<file path="src/rtl/led_s2p_rx_pkg.sv">
// Shared types and constants for the LED shift-chain receiver.
package led_s2p_rx_pkg;
   typedef enum logic [1:0] {
      IDLE    = 2'd0,
      SHIFT   = 2'd1,
      FULL    = 2'd2,
      OVERRUN = 2'd3
   } state_t;

   localparam int DIR_MSB_FIRST = 0;
   localparam int DIR_LSB_FIRST = 1;
endpackage

</file>
<file path="src/rtl/led_s2p_rx_if.sv">
// LED chain wires (transmitter side) plus the recovered parallel word.
interface led_s2p_rx_if #(parameter int DATA_BITS = 16);
   logic                 sclk;
   logic                 sclrn;
   logic                 sin;
   logic                 latch;
   logic [DATA_BITS-1:0] pdata;
   logic                 valid;
   logic                 frame_err;
   logic                 busy;

   modport master (output sclk, sclrn, sin, latch,
                   input  pdata, valid, frame_err, busy);
   modport slave  (input  sclk, sclrn, sin, latch,
                   output pdata, valid, frame_err, busy);
endinterface

</file>
<file path="src/rtl/led_s2p_rx_sync_edge_det.sv">
// Multi-flop synchronizer with a history flop for rising-edge detection.
module sync_edge_det #(
   parameter int SYNC_STAGES = 2
) (
   input  logic clk,
   input  logic rst,
   input  logic async_in,
   output logic sync_out,
   output logic rise
);
   logic [SYNC_STAGES-1:0] stg;
   logic                   hist;

   always_ff @(posedge clk) begin
      if (rst) begin
         stg  <= '0;
         hist <= 1'b0;
      end else begin
         stg  <= {stg[SYNC_STAGES-2:0], async_in};
         hist <= stg[SYNC_STAGES-1];
      end
   end

   assign sync_out = stg[SYNC_STAGES-1];
   assign rise     = stg[SYNC_STAGES-1] & ~hist;
endmodule

</file>
<file path="src/rtl/led_s2p_rx.sv">
// Far-end receiver of the 4-wire LED chain: shift register, bit counter, framing FSM.
// Build option: define LED_S2P_INVERT_EN to capture the inverted shift register.
module led_s2p_rx
   import led_s2p_rx_pkg::*;
#(
   parameter int DATA_BITS       = 16,
   parameter int DATA_COUNT_BITS = 5,
   parameter int DIR             = 0,
   parameter int SYNC_STAGES     = 2
) (
   input logic         clk,
   input logic         rst,
   led_s2p_rx_if.slave bus
);
   localparam logic [DATA_COUNT_BITS-1:0] FULL_CNT = DATA_COUNT_BITS'(DATA_BITS);

   localparam int W_SCLK  = 0;
   localparam int W_SCLRN = 1;
   localparam int W_SIN   = 2;
   localparam int W_LATCH = 3;

   logic [3:0] raw, syn, rise;
   logic       unused_edges;

   assign raw = {bus.latch, bus.sin, bus.sclrn, bus.sclk};

   // All four wires share the same depth so sin stays aligned with the sclk edge.
   for (genvar i = 0; i < 4; i++) begin : g_sync
      sync_edge_det #(.SYNC_STAGES(SYNC_STAGES)) u_sync (
         .clk     (clk),
         .rst     (rst),
         .async_in(raw[i]),
         .sync_out(syn[i]),
         .rise    (rise[i])
      );
   end

   assign unused_edges = &{1'b0, rise[W_SCLRN], rise[W_SIN], syn[W_SCLK], syn[W_LATCH]};

   logic sclk_rise, latch_rise, sclrn_s, sin_s;
   assign sclk_rise  = rise[W_SCLK];
   assign latch_rise = rise[W_LATCH];
   assign sclrn_s    = syn[W_SCLRN];
   assign sin_s      = syn[W_SIN];

   state_t                     state, state_nxt, sh_state;
   logic [DATA_BITS-1:0]       sreg, sreg_nxt, sh_sreg, cap;
   logic [DATA_COUNT_BITS-1:0] cnt, cnt_nxt, sh_cnt;
   logic [DATA_BITS-1:0]       pdata_q;
   logic                       valid_q, err_q;
   logic                       take_word, bad_frame;

   always_ff @(posedge clk) begin
      if (rst) begin
         state <= IDLE;
         sreg  <= '0;
         cnt   <= '0;
      end else begin
         state <= state_nxt;
         sreg  <= sreg_nxt;
         cnt   <= cnt_nxt;
      end
   end

   // Shift is resolved first so a coincident latch judges the post-shift frame.
   always_comb begin
      sh_sreg  = sreg;
      sh_cnt   = cnt;
      sh_state = state;
      if (sclk_rise) begin
         if (DIR == DIR_MSB_FIRST) sh_sreg = DATA_BITS'({sreg, sin_s});
         else                      sh_sreg = DATA_BITS'({sin_s, sreg} >> 1);
         if (cnt != FULL_CNT) sh_cnt = cnt + 1'b1;
         case (state)
            IDLE:    sh_state = (DATA_BITS == 1) ? FULL : SHIFT;
            SHIFT:   sh_state = (cnt + 1'b1 == FULL_CNT) ? FULL : SHIFT;
            default: sh_state = OVERRUN;
         endcase
      end

      sreg_nxt  = sh_sreg;
      cnt_nxt   = sh_cnt;
      state_nxt = sh_state;
      if (!sclrn_s) begin
         sreg_nxt  = '0;
         cnt_nxt   = '0;
         state_nxt = IDLE;
      end else if (latch_rise) begin
         cnt_nxt   = '0;
         state_nxt = IDLE;
      end
   end

   always_comb begin
      take_word = sclrn_s & latch_rise & (sh_state == FULL);
      bad_frame = sclrn_s & latch_rise & (sh_state != FULL);
`ifdef LED_S2P_INVERT_EN
      cap = ~sh_sreg;
`else
      cap = sh_sreg;
`endif
   end

   always_ff @(posedge clk) begin
      if (rst) begin
         pdata_q <= '0;
         valid_q <= 1'b0;
         err_q   <= 1'b0;
      end else begin
         valid_q <= take_word;
         err_q   <= bad_frame;
         if (take_word) pdata_q <= cap;
      end
   end

   assign bus.pdata     = pdata_q;
   assign bus.valid     = valid_q;
   assign bus.frame_err = err_q;
   assign bus.busy      = (state != IDLE);
endmodule

</file>
<file path="src/flat_wrapper.sv">
// flat-port wrapper written by rule: the top's interface ports become plain ports
module led_s2p_rx_flat import led_s2p_rx_pkg::*;
#(
   parameter int DATA_BITS       = 16,
   parameter int DATA_COUNT_BITS = 5,
   parameter int DIR             = 0,
   parameter int SYNC_STAGES     = 2
)
  (clk, rst, bus_sclk, bus_sclrn, bus_sin, bus_latch, bus_pdata, bus_valid, bus_frame_err, bus_busy);
  led_s2p_rx_if #(.DATA_BITS(DATA_BITS)) bus_i ();
  input logic clk;
  input logic rst;
  input wire logic [$bits(bus_i.sclk)-1:0] bus_sclk;
  input wire logic [$bits(bus_i.sclrn)-1:0] bus_sclrn;
  input wire logic [$bits(bus_i.sin)-1:0] bus_sin;
  input wire logic [$bits(bus_i.latch)-1:0] bus_latch;
  output wire logic [$bits(bus_i.pdata)-1:0] bus_pdata;
  output wire logic [$bits(bus_i.valid)-1:0] bus_valid;
  output wire logic [$bits(bus_i.frame_err)-1:0] bus_frame_err;
  output wire logic [$bits(bus_i.busy)-1:0] bus_busy;
  assign bus_i.sclk = bus_sclk;
  assign bus_i.sclrn = bus_sclrn;
  assign bus_i.sin = bus_sin;
  assign bus_i.latch = bus_latch;
  assign bus_pdata = bus_i.pdata;
  assign bus_valid = bus_i.valid;
  assign bus_frame_err = bus_i.frame_err;
  assign bus_busy = bus_i.busy;
  led_s2p_rx #(.DATA_BITS(DATA_BITS), .DATA_COUNT_BITS(DATA_COUNT_BITS), .DIR(DIR), .SYNC_STAGES(SYNC_STAGES)) u_core (.clk(clk), .rst(rst), .bus(bus_i));
endmodule
</file>
<file path="config.mk">
export PLATFORM = sky130hd
export DESIGN_NAME = led_s2p_rx_flat
export DESIGN_NICKNAME = d
export VERILOG_FILES = /design/src/rtl/led_s2p_rx_pkg.sv /design/src/rtl/led_s2p_rx_if.sv /design/src/rtl/led_s2p_rx_sync_edge_det.sv /design/src/rtl/led_s2p_rx.sv /design/src/flat_wrapper.sv
export SDC_FILE = /design/constraint.sdc
export NUM_CORES = 1
export LEC_CHECK = 0
export ABC_AREA = 0
export CORE_MARGIN = 2
export CORE_UTILIZATION = 41
export DETAILED_ROUTE_END_ITERATION = 6
export SYNTH_ARGS = -nofsm -noshare
export SYNTH_HDL_FRONTEND = slang
export SYNTH_SLANG_ARGS = --single-unit
</file>
<file path="constraint.sdc">
create_clock -name clk -period 1.9 [get_ports clk]
set_input_delay 0.38 -clock clk [delete_from_list [all_inputs] [get_ports clk]]
set_output_delay 0.38 -clock clk [all_outputs]
set_load 0.02 [all_outputs]
</file>
==> results of run 1 <==
power by group:
group | internal (uW) | total [uW] | switching, uW
registers | 1080 | 1080 | 4.95
clock network | 246 | 559 | 313
logic | 29.1 | 59.4 | 30.3
cell families after synthesis:
logic type	share of synthesized area (%)
buf+inv	4.50
xor+xnor	2.13
mux	7.79
flops	49.6
compound gates	17.1
simple gates	17.0
fa+ha+maj	1.83
worst min-delay path by stage:
stage,startpoint,endpoint,slack [ns],cells after the start
floorplan,u_core.g_sync[0].u_sync.stg[0],u_core.g_sync[0].u_sync.stg[1],0.41,1
global placement,u_core.g_sync[1].u_sync.stg[0],u_core.g_sync[1].u_sync.stg[1],0.42,1
detailed placement,u_core.g_sync[0].u_sync.stg[0],u_core.g_sync[0].u_sync.stg[1],0.42,1
CTS,u_core.g_sync[0].u_sync.stg[0],u_core.g_sync[0].u_sync.stg[1],0.44,1
global route,u_core.g_sync[3].u_sync.stg[0],u_core.g_sync[3].u_sync.stg[1],0.46,1
finish,u_core.g_sync[3].u_sync.stg[0],u_core.g_sync[3].u_sync.stg[1],0.43,1
worst max-delay path, stage by stage, from the launching register on:
cell and delay, ns:
dfxtp_2 0.39, ha_2 0.24, xnor2_1 0.14, nor4b_4 0.28, buf_6 0.22, a211oi_1 0.10
a211oi_1 0.22
metrics by stage:
stage,worst slack [ns],std cells,utilization (%),total power [uW]
after floorplan,0.117,182,-,1150
after global placement,0.190,269,49.5,1170
after detailed placement,0.0839,269,49.5,1170
after CTS,0.0757,275,51.0,1720
after global routing,0.0353,275,51.2,1770
final,0.222,275,51.2,1700
synth_stat cells:
master	n
a2111oi_0	1
a211oi_1	22
a211oi_2	10
a21o_1	1
a21oi_1	3
and2_1	1
and3_1	1
buf_1	1
buf_12	1
buf_2	4
buf_4	1
buf_6	2
clkbuf_1	3
dfxtp_1	51
ha_1	3
inv_1	2
mux2i_1	16
nand2b_1	2
nand2b_4	1
nand3_1	2
nand3b_2	1
nand3b_4	1
nand4_1	2
nor2_1	21
nor2b_1	13
nor2b_4	1
nor3_1	1
nor4b_4	2
o21ai_0	1
o21ba_2	1
o2bb2ai_2	1
or2_2	1
or2b_1	1
or3_1	1
or4bb_1	1
xnor2_1	4
xor2_1	1
registers in the layout (all words and copies together), names as in the netlist:
signal and flops:
u_core.bus.frame_err 1, u_core.sreg 16, u_core.bus.pdata 16, u_core.g_sync.u_sync.stg 8
u_core.bus.valid 1, u_core.g_sync.u_sync.hist 2, u_core.state 2, u_core.cnt 5
layout make-up:
class / instances / area (um2) / area share (%)
timing repair buffer: 32 / 315 / 12.9
inverter: 2 / 7.51 / 0.307
tap: 67 / 83.8 / 3.42
sequential: 51 / 1020 / 41.8
multi-input combinational: 117 / 946 / 38.6
clock buffer: 6 / 72.6 / 2.96
metal layers:
metal,vias to the layer above,wire length (um)
met5,-,0
met4,0,51
met3,4,160
met2,24,1930
met1,679,1810
li1,707,-
what timing repair did:
| action | 4_1_cts | 5_1_grt |
|---|---|---|
| cloned | 0 | 0 |
| hold endpoints to repair | 0 | 0 |
| resized for setup | 1 | 4 |
| endpoints found under the setup margin | 1 | 15 |
==> qor.txt, run 1 <==
Dpl cell area -> 0.00237 mm2
Power Density -> 694 mW/mm2
Starting Density -> 43.0%
Core area -> 0.00479 mm2
Final instance area -> 0.00245 mm2
Postcts setup bufs -> 0
First-pass GRT wire length -> 6770 um
Unrepaired setup endpoints after global routing -> false
Busiest grt layer -> met2
Post-Syn Area per Cell -> 11.3 um2
Syn. warnings -> 0
GRT met1 Usage -> 19.3%
Layout cell share with drive strength beyond 1 -> 16.8%
GR Overflow Total -> 0
Total CTS buffers -> 5
Setup crit end kind -> flop
Antenna violations before repair -> 0
Post-route ant nets -> 0
Count of final hold-check violations -> 0
Crit-path max FO -> 16
I/O pins -> 25
Met3 Usage GRT -> 3.88%
Setup_tns -> 0 ns
Root buffer cell -> clkbuf_8
Commonest non-fill, non-tap cell in the layout -> dfxtp_1
Max VDD drop -> 0.349 mV
Area Overhead vs Synth -> 19.0%
N_diodes -> 0
Crit start category -> flop
WHS -> 0.433 ns
Worst rel slew slack -> 77.9%
Actual slew at the worst max-slew pin -> 0.324 ns
Register area share after synthesis -> 49.6%
Status -> finished, final reports clean
Worst Setup EP -> u_core.bus.pdata[11]
Cell taking the most area after synthesis -> dfxtp_1
Max_cap viols -> 0
Fin. max-slew vios -> 0
Max clock buf depth -> 2
Die Y-Extent -> 74.8 um
Crit share post-route -> 88.3%
Largest net degree at the start of global routing -> 28
TritonCTS clock tree -> done
Vias -> 1414
Routed WL -> 3950 um
Net count, final -> 218
Initial DRC Count -> 48
Most frequent cells in the layout -> dfxtp_1, clkdlybuf4s50_1, a211oi_1
Die W -> 74.8 um
Count of different cell masters after synthesis -> 37
Synth top area cells -> dfxtp_1, a211oi_1, mux2i_1
Synth Register Bits -> 51
1st-pass router iterations -> 4
Hold crit path type -> reg -> reg
Worst R2R Setup Slack -> 0.22 ns
Die ar. -> 0.00560 mm2
Setup CP Type -> reg -> reg
Port bufs -> 24
Global routing met2 resource utilization -> 26.5%
Final setup violation count -> 0
Post-CTS Hold Buffers -> 0
Worst-path clk slew -> 0.08 ns
Total GRT Usage -> 15.9%
Leak -> 0.000816 uW
Number of global-route vias before repair -> 1462
Final worst clock skew -> 0.00707 ns
Reg2reg end -> u_core.bus.pdata[11]
CTS sink cnt -> 51
Reg2reg start -> u_core.cnt[0]
Fmax -> 596 MHz
R2R depth -> 6
Worst EP required -> 2.11 ns
Skew-Pair Late Insertion Delay -> 0.29 ns
Worst EP arrival -> 1.89 ns
Wire per inst -> 14.4 um
Synth Cell Area -> 0.00206 mm2
FILL cells -> 440
Yosys top cell area share -> 49.6%
Syn Inst Count -> 182
Placement Rows -> 25
DP HPWL -> 2650 um
H-Tree Depth -> 2
RD Place Congestion -> 0.778
Vias/cell -> 5.14
Drt drc -> 0
Worst setup path start -> u_core.cnt[0]
Syn_nets -> 191
Min cycle time layout -> 1.68 ns
No activity file was read; power rests on OpenSTA's default activity.
==> inputs of run 2 (changes only) <==
--- a/config.mk
+++ b/config.mk
@@ -9,6 +9,7 @@
 export CORE_MARGIN = 2
 export CORE_UTILIZATION = 41
 export DETAILED_ROUTE_END_ITERATION = 6
+export SLEW_MARGIN = 0
 export SYNTH_ARGS = -nofsm -noshare
 export SYNTH_HDL_FRONTEND = slang
 export SYNTH_SLANG_ARGS = --single-unit
==> results of run 2 <==
The final DEF is identical to that of run 1; final timing and power are the same.
